==> src/rtl/instr_fetch_queue.sv <==
// Fetch stage: owns the PC, issues word reads to a 1-cycle synchronous program memory and
// queues returned words (tagged with their PC) for decode. Optional bypass: IFQ_BYPASS_EN.
module instr_fetch_queue #(
  parameter int                BIT_WIDTH      = 32,
  parameter int                ADDR_WIDTH     = 32,
  parameter int                MEM_ADDR_WIDTH = 6,
  parameter int                DEPTH          = 4,
  parameter logic [ADDR_WIDTH-1:0] RESET_PC   = '0,
  localparam int               PW             = $clog2(DEPTH),
  localparam int               CW             = PW + 1
) (
  input  logic                      clk,
  input  logic                      rst,
  input  logic                      redirect,
  input  logic [ADDR_WIDTH-1:0]     redirect_pc,
  output logic                      mem_rd_en,
  output logic [MEM_ADDR_WIDTH-1:0] mem_addr,
  input  logic [BIT_WIDTH-1:0]      mem_q,
  input  logic                      id_stall,
  output logic                      id_valid,
  output logic [BIT_WIDTH-1:0]      id_instruction,
  output logic [ADDR_WIDTH-1:0]     id_pc,
  output logic [ADDR_WIDTH-1:0]     id_pc_plus4,
  output logic [CW-1:0]             count
);

  logic [ADDR_WIDTH-1:0] fetch_pc_q, fetch_pc_d;
  logic [ADDR_WIDTH-1:0] req_pc_q, req_pc_d;
  logic                  inflight_q, inflight_d;
  logic [PW-1:0]         rd_ptr_q, rd_ptr_d, wr_ptr_q, wr_ptr_d;
  logic [CW-1:0]         count_q, count_d;
  logic [BIT_WIDTH-1:0]  instr_mem [DEPTH];
  logic [ADDR_WIDTH-1:0] pc_mem    [DEPTH];

  logic          head_valid, issue, push, pop, bypass;
  logic [CW:0]   occupancy;
  logic          unused_pc_bits;

  assign unused_pc_bits = ^redirect_pc[1:0];
  assign head_valid     = (count_q != '0);
  // The outstanding read reserves a slot so a returning word always has room.
  assign occupancy      = {1'b0, count_q} + (CW+1)'(inflight_q);
  assign issue          = !redirect && (occupancy < (CW+1)'(DEPTH));

`ifdef IFQ_BYPASS_EN
  assign bypass = !head_valid && inflight_q && !redirect && !id_stall;
`else
  assign bypass = 1'b0;
`endif

  assign push      = inflight_q && !redirect && !bypass;
  assign pop       = head_valid && !id_stall && !redirect;
  assign mem_rd_en = issue && !rst;
  assign mem_addr  = fetch_pc_q[MEM_ADDR_WIDTH+1:2];
  assign count     = count_q;

  always_comb begin
    id_valid       = 1'b0;
    id_instruction = '0;
    id_pc          = '0;
    if (bypass) begin
      id_valid       = 1'b1;
      id_instruction = mem_q;
      id_pc          = req_pc_q;
    end else if (head_valid) begin
      id_valid       = 1'b1;
      id_instruction = instr_mem[rd_ptr_q];
      id_pc          = pc_mem[rd_ptr_q];
    end
  end

  assign id_pc_plus4 = id_pc + ADDR_WIDTH'(4);

  always_comb begin
    fetch_pc_d = fetch_pc_q;
    req_pc_d   = req_pc_q;
    inflight_d = 1'b0;
    rd_ptr_d   = rd_ptr_q;
    wr_ptr_d   = wr_ptr_q;
    count_d    = count_q;
    if (redirect) begin
      fetch_pc_d = {redirect_pc[ADDR_WIDTH-1:2], 2'b00};
      rd_ptr_d   = '0;
      wr_ptr_d   = '0;
      count_d    = '0;
    end else begin
      if (issue) begin
        fetch_pc_d = fetch_pc_q + ADDR_WIDTH'(4);
        req_pc_d   = fetch_pc_q;
        inflight_d = 1'b1;
      end
      if (push) wr_ptr_d = wr_ptr_q + PW'(1);
      if (pop)  rd_ptr_d = rd_ptr_q + PW'(1);
      unique case ({push, pop})
        2'b10:   count_d = count_q + CW'(1);
        2'b01:   count_d = count_q - CW'(1);
        default: count_d = count_q;
      endcase
    end
  end

  always_ff @(posedge clk or posedge rst) begin
    if (rst) begin
      fetch_pc_q <= RESET_PC;
      req_pc_q   <= '0;
      inflight_q <= 1'b0;
      rd_ptr_q   <= '0;
      wr_ptr_q   <= '0;
      count_q    <= '0;
    end else begin
      fetch_pc_q <= fetch_pc_d;
      req_pc_q   <= req_pc_d;
      inflight_q <= inflight_d;
      rd_ptr_q   <= rd_ptr_d;
      wr_ptr_q   <= wr_ptr_d;
      count_q    <= count_d;
    end
  end

  // Entry storage needs no reset: count_q gates every read.
  generate
    for (genvar gi = 0; gi < DEPTH; gi++) begin : g_entry
      always_ff @(posedge clk) begin
        if (push && (wr_ptr_q == PW'(gi))) begin
          instr_mem[gi] <= mem_q;
          pc_mem[gi]    <= req_pc_q;
        end
      end
    end
  endgenerate

endmodule

==> config.mk <==
export PLATFORM = sky130hd
export DESIGN_NAME = instr_fetch_queue
export DESIGN_NICKNAME = d
export VERILOG_FILES = /design/src/rtl/instr_fetch_queue.sv
export SDC_FILE = /design/constraint.sdc
export NUM_CORES = 1
export LEC_CHECK = 0
export BUFFER_PORTS_ARGS = -buffer_cell sky130_fd_sc_hd__buf_2
export CAP_MARGIN = 20
export CORE_ASPECT_RATIO = 0.9
export CORE_UTILIZATION = 49
export CTS_CLUSTER_DIAMETER = 150
export DETAILED_ROUTE_END_ITERATION = 12
export PLACE_DENSITY = 0.68
export SYNTH_ARGS = -nofsm -noshare
export SYNTH_HDL_FRONTEND = slang
export SYNTH_SLANG_ARGS = --single-unit
==> constraint.sdc <==
create_clock -name clk -period 9.79 [get_ports clk]
set_input_delay 2.937 -clock clk [delete_from_list [all_inputs] [get_ports clk]]
set_output_delay 2.937 -clock clk [all_outputs]
set_load 0.02 [all_outputs]
# [Yosys cells after proc, flatten, opt, wreduce, memory -nomap -nowiden]
# Memory sizes are Yosys's and may differ from the RTL's.
# Index checks and enable logic that the tools add are counted.
[op_classes] addsub=7 order_cmp=1 eq_ne=5 muxes=39 bitwise=1 n_reduce_logical=25
[op_table] operator="$mux W32" n=10
[op_table] operator="$reduce_or A32 Y1" n=6
[op_table] operator="$add A32 B3 Y32 const B" n=2
[op_table] operator="$mux W2" n=10
[op_table] operator="$mux W1" n=17
[op_table] operator="$logic_and A1 B1 Y1" n=9
[op_table] operator="$eq A2 B2 Y1 const B" n=3
[op_table] operator="$pmux W3 S2" n=1
[op_table] operator="$reduce_bool A2 Y1" n=3
[op_table] operator="$reduce_bool A3 Y1" n=2
[op_table] operator="$add A2 B1 Y2 const B" n=2
[op_table] operator="$add A3 B1 Y4" n=1
[op_table] operator="$eq A2 B1 Y1 const B" n=2
[op_table] operator="$lt A4 B3 Y1 const B" n=1
[op_table] operator="$add A3 B1 Y3 const B" n=1
[op_table] operator="$logic_not A1 Y1" n=3
[op_table] operator="$mux W3" n=1
[op_table] operator="$sub A3 B1 Y3 const B" n=1
[op_table] operator="$logic_not A2 Y1" n=1
[op_table] operator="$reduce_and A2 Y1" n=1
[op_table] operator="$not A1 Y1" n=1
[word_totals] register_bits=72 ramBits=256 out_inout_bits=107 n_memories=2
[memory_table] memory="instr_mem" words=4 word_bits=32 rd=1 rd_clocked_by_memory_dff=0 wr=1 line_no="32" source="logic [BIT_WIDTH-1:0] instr_mem [DEPTH];"
[memory_table] memory="pc_mem" words=4 word_bits=32 rd=1 rd_clocked_by_memory_dff=0 wr=1 line_no="33" source="logic [ADDR_WIDTH-1:0] pc_mem [DEPTH];"

# [Longest topological paths before layout]
[logic_depth] depth_word=9 ltp_mapped=12 ltp_nobuf=10

# [Worst setup path before layout]
# No wires, ideal clock.
[synth_path] path_type="in2out" from="input port rst" to="output port mem_rd_en" arrival_ps=4760 path_slack_ps=2093 path_stages=2 cell_sequence="inv_1 -> and2_1"
[synth_via] elab_chain_cells=2
[synth_rtl] element="from (decl)" line_no="13" source="input logic rst,"
[synth_rtl] element="$logic_not A1 Y1 (no line)"
[synth_rtl] element="$logic_and A1 B1 Y1" line_no="53" source="assign mem_rd_en = issue && !rst;"
[synth_rtl] element="to (decl)" line_no="16" source="output logic mem_rd_en,"
# Every way passes these cells.

# [Final worst setup path]
[layout_path] from="input port redirect" to="output port mem_rd_en"
[layout_via] elab_chain_cells=3
[layout_rtl] element="from (decl)" line_no="14" source="input logic redirect,"
[layout_rtl] element="$logic_not A1 Y1" line_no="43" source="assign issue = !redirect && (occupancy < (CW+1)'(DEPTH));"
[layout_rtl] element="$logic_and A1 B1 Y1" line_no="43"
[layout_rtl] element="$logic_and A1 B1 Y1" line_no="53"
# Every way passes these cells.

==> summary.txt <==
Status -> finished clean
Finished Layout Cells -> 1363
Ys Warns -> 0
Post-synthesis cell type count -> 50
Final hold vios -> 0
Clock Latency Late Sink -> 500 ps
Die Wd -> 177 µm
Max-cap check violation count -> 0
P per Cell Area -> 297 nW/µm²
Initial Util -> 0.498
Clock network fraction of design power -> 0.266
Syn Inst Count -> 814
Worst path arrival time -> 4270 ps
DR vias -> 7350
Top post-synthesis cells by area -> edfxtp_1 (55%), dfrtp_1 (13%), mux4_2 (9.7%), and2_1 (2.7%), mux2_2 (2.5%)
DRT Pass-1 Iters -> 5
CP required -> 6850 ps
FMAX -> 0.139 GHz
FF-to-FF End -> fetch_pc_q[16]
Final TNS setup -> 0 ps
Pins Over Slew Limit -> 0
Die area -> 28200 µm²
Dpl ws -> 2540 ps
Commonest cells post-synth -> edfxtp_1 (248), nand2_1 (74), dfrtp_1 (68)
GRT Total Usage -> 0.189
Total congestion overflow -> 0
Most common cell in the netlist -> edfxtp_1
Std-Cell Rows -> 57
Hold Path Class -> flop to flop
CTS max path bufs -> 3
Total CTS buffers -> 34
RSZ-0062 raised after global routing -> no
Clock tree root driver cell -> clkbuf_16
DRC violations left -> 0
Reg clk slew, reported paths -> 60 ps
Slew @ Worst Pin -> 990 ps
Post-CTS sizing -> 0
Detailed Place HPWL -> 16600 µm
Final setup fails -> 0
Share of layout cells above drive strength 1 -> 0.329
ANT cells -> 0
Fin nets -> 1061
Sequential Power Share -> 0.400
First-pass GRT wire length -> 40800 µm
Die H -> 159 µm
Asr flop ratio synth -> 0.215
Maximum VDD drop -> 0.174 mV
Placed cell count -> 1304
Synth Flop Type -> edfxtp_1
Final critical-path share of the clock period -> 0.736
Psw -> 1.59 mW
Worst hold endpoint -> pc_mem[3][13]
Worst r2r path cells -> 7
Routed WL -> 26200 µm
Vias in the first global route -> 7376
Smallest setup slack after layout -> 2580 ps
Fillcell total -> 2084
Int Power -> 3.07 mW
Setup Buffers After CTS -> 0
Worst Hold Path Cells -> 0
Pin count of the biggest net entering global routing -> 73
Synth Cell Area -> 13500 µm²
Critical path class -> input pin to output pin
Worst reg-to-reg setup slack -> 7290 ps
GP Congestion -> 0.801
Cell accounting for the most synthesized area -> edfxtp_1
Clock Sinks -> 316
DR iter-0 viols -> 479
Yosys reg bits -> 316
Worst Path Max Fanout -> 72
Average size of a mapped cell -> 16.5 µm²
Crit start category -> input pin
H-tree depth -> 2
CTS tree -> built
Sequential share of the synthesized area -> 0.679
Core ar. -> 27000 µm²
Wire per inst -> 19.3 µm
CP endpoint kind -> output pin
Post-synth EDFFs -> 248
FF-to-FF Start -> fetch_pc_q[3]
Origin of the worst min-delay path -> req_pc_q[13]
Vias/cell -> 5.39
Cts hold-fix bufs -> 0
Post-layout minimum cycle time -> 7210 ps
Initial antenna violation count -> 0
Leak -> 5.82 nW
Area delta synth->final -> 16.5%
Worst rel slew slack -> 0.335
Number of buffers added on ports -> 168
Post-route ant nets -> 0
Part of the power in combinational logic -> 0.335
Skew final -> 10.7 ps
Sw Ratio -> 0.341
Final Power -> 4.67 mW
Yosys top cell area share -> 0.553
IO Count -> 175
[per-layer routing]
layer  vias up  part of all wire  wire length, µm  track usage
li1       3381                 -                -            -
met1      3678              0.45            11900        0.275
met2       241              0.46            12100        0.293
met3        50             0.062             1620       0.0339
met4         0             0.023              602       0.0584
met5         -                 0                0            0
[state kept, by name, indices dropped and copies added, names as in the netlist]
signal,cells
instr_mem,128
pc_mem,120
fetch_pc_q,30
req_pc_q,30
count,3
rd_ptr_q,2
wr_ptr_q,2
inflight_q,1
[cell type report]
cell class / instances / area, µm² / area share
clock buffer: 45 / 913 / 0.0582
clock inverter: 14 / 169 / 0.0108
inverter: 16 / 60.1 / 0.00383
multi-input combinational: 438 / 4000 / 0.255
sequential: 316 / 9150 / 0.583
tap: 354 / 443 / 0.0282
timing repair buffer: 180 / 951 / 0.0606
[worst max-delay path, cell delays in order]
cell and delay, ps:
buf_2 90, buf_4 300, nor2b_2 170, buf_4 360
and2_1 220, buf_2 170
[cell usage in the layout, fill, tap and decap left out, drive strengths merged, types with 12 or more instances in the layout]
cell type  netlist  final
mux4            65     65
inv             16     17
nor2            27     27
nand4           12     12
dfrtp           68     68
buf             26    180
nand3           17     17
clkbuf          21     45
nand2           74     74
and2            61     61
mux2            30     30
xnor2           37     37
xor2            24     24
nor3            15     15
o21ai           28     28
edfxtp         248    248
[through the flow]
step | util | cell area, µm² | hold WS, ps
floorplan | - | 13500 | 472
global placement | 0.539 | 14600 | 492
detailed placement | 0.540 | 14600 | 509
CTS | 0.581 | 15700 | 525
global route | 0.581 | 15700 | 541
finish | 0.581 | 15700 | 516
[power by group through the flow]
| stage | sequential [mW] | clock, mW | combinational [mW] |
|---|---|---|---|
| after global routing | 1.90 | 1.32 | 1.68 |
| after global placement | 1.88 | 0 | 1.55 |
| after detailed placement | 1.90 | 0 | 1.58 |
| after floorplan | 1.80 | 0 | 1.16 |
| after CTS | 1.87 | 1.27 | 1.59 |
| final | 1.87 | 1.24 | 1.56 |
[cells by family after synthesis]
family / count (synthesis) / share of synthesized area
flip-flops: 316 / 0.679
AND/OR/NAND/NOR: 235 / 0.0972
multiplexers: 98 / 0.138
buffers and inverters: 63 / 0.0253
XOR/XNOR: 61 / 0.0397
AO/OA/AOI/OAI: 33 / 0.0135
adder cells (fa/ha/maj): 7 / 0.00706
other: 1 / 0.000278
[how the worst max path moves through the flow]
stage,from,endpoint,slack (ps),cells after the start
2_1_floorplan,rst,mem_rd_en,2090,2
3_3_place_gp,redirect,mem_rd_en,2550,6
3_5_place_dp,redirect,mem_rd_en,2540,6
4_1_cts,redirect,mem_rd_en,2540,6
5_1_grt,redirect,mem_rd_en,2440,6
6_report,redirect,mem_rd_en,2580,6
No activity file was read; power rests on OpenSTA's default activity.
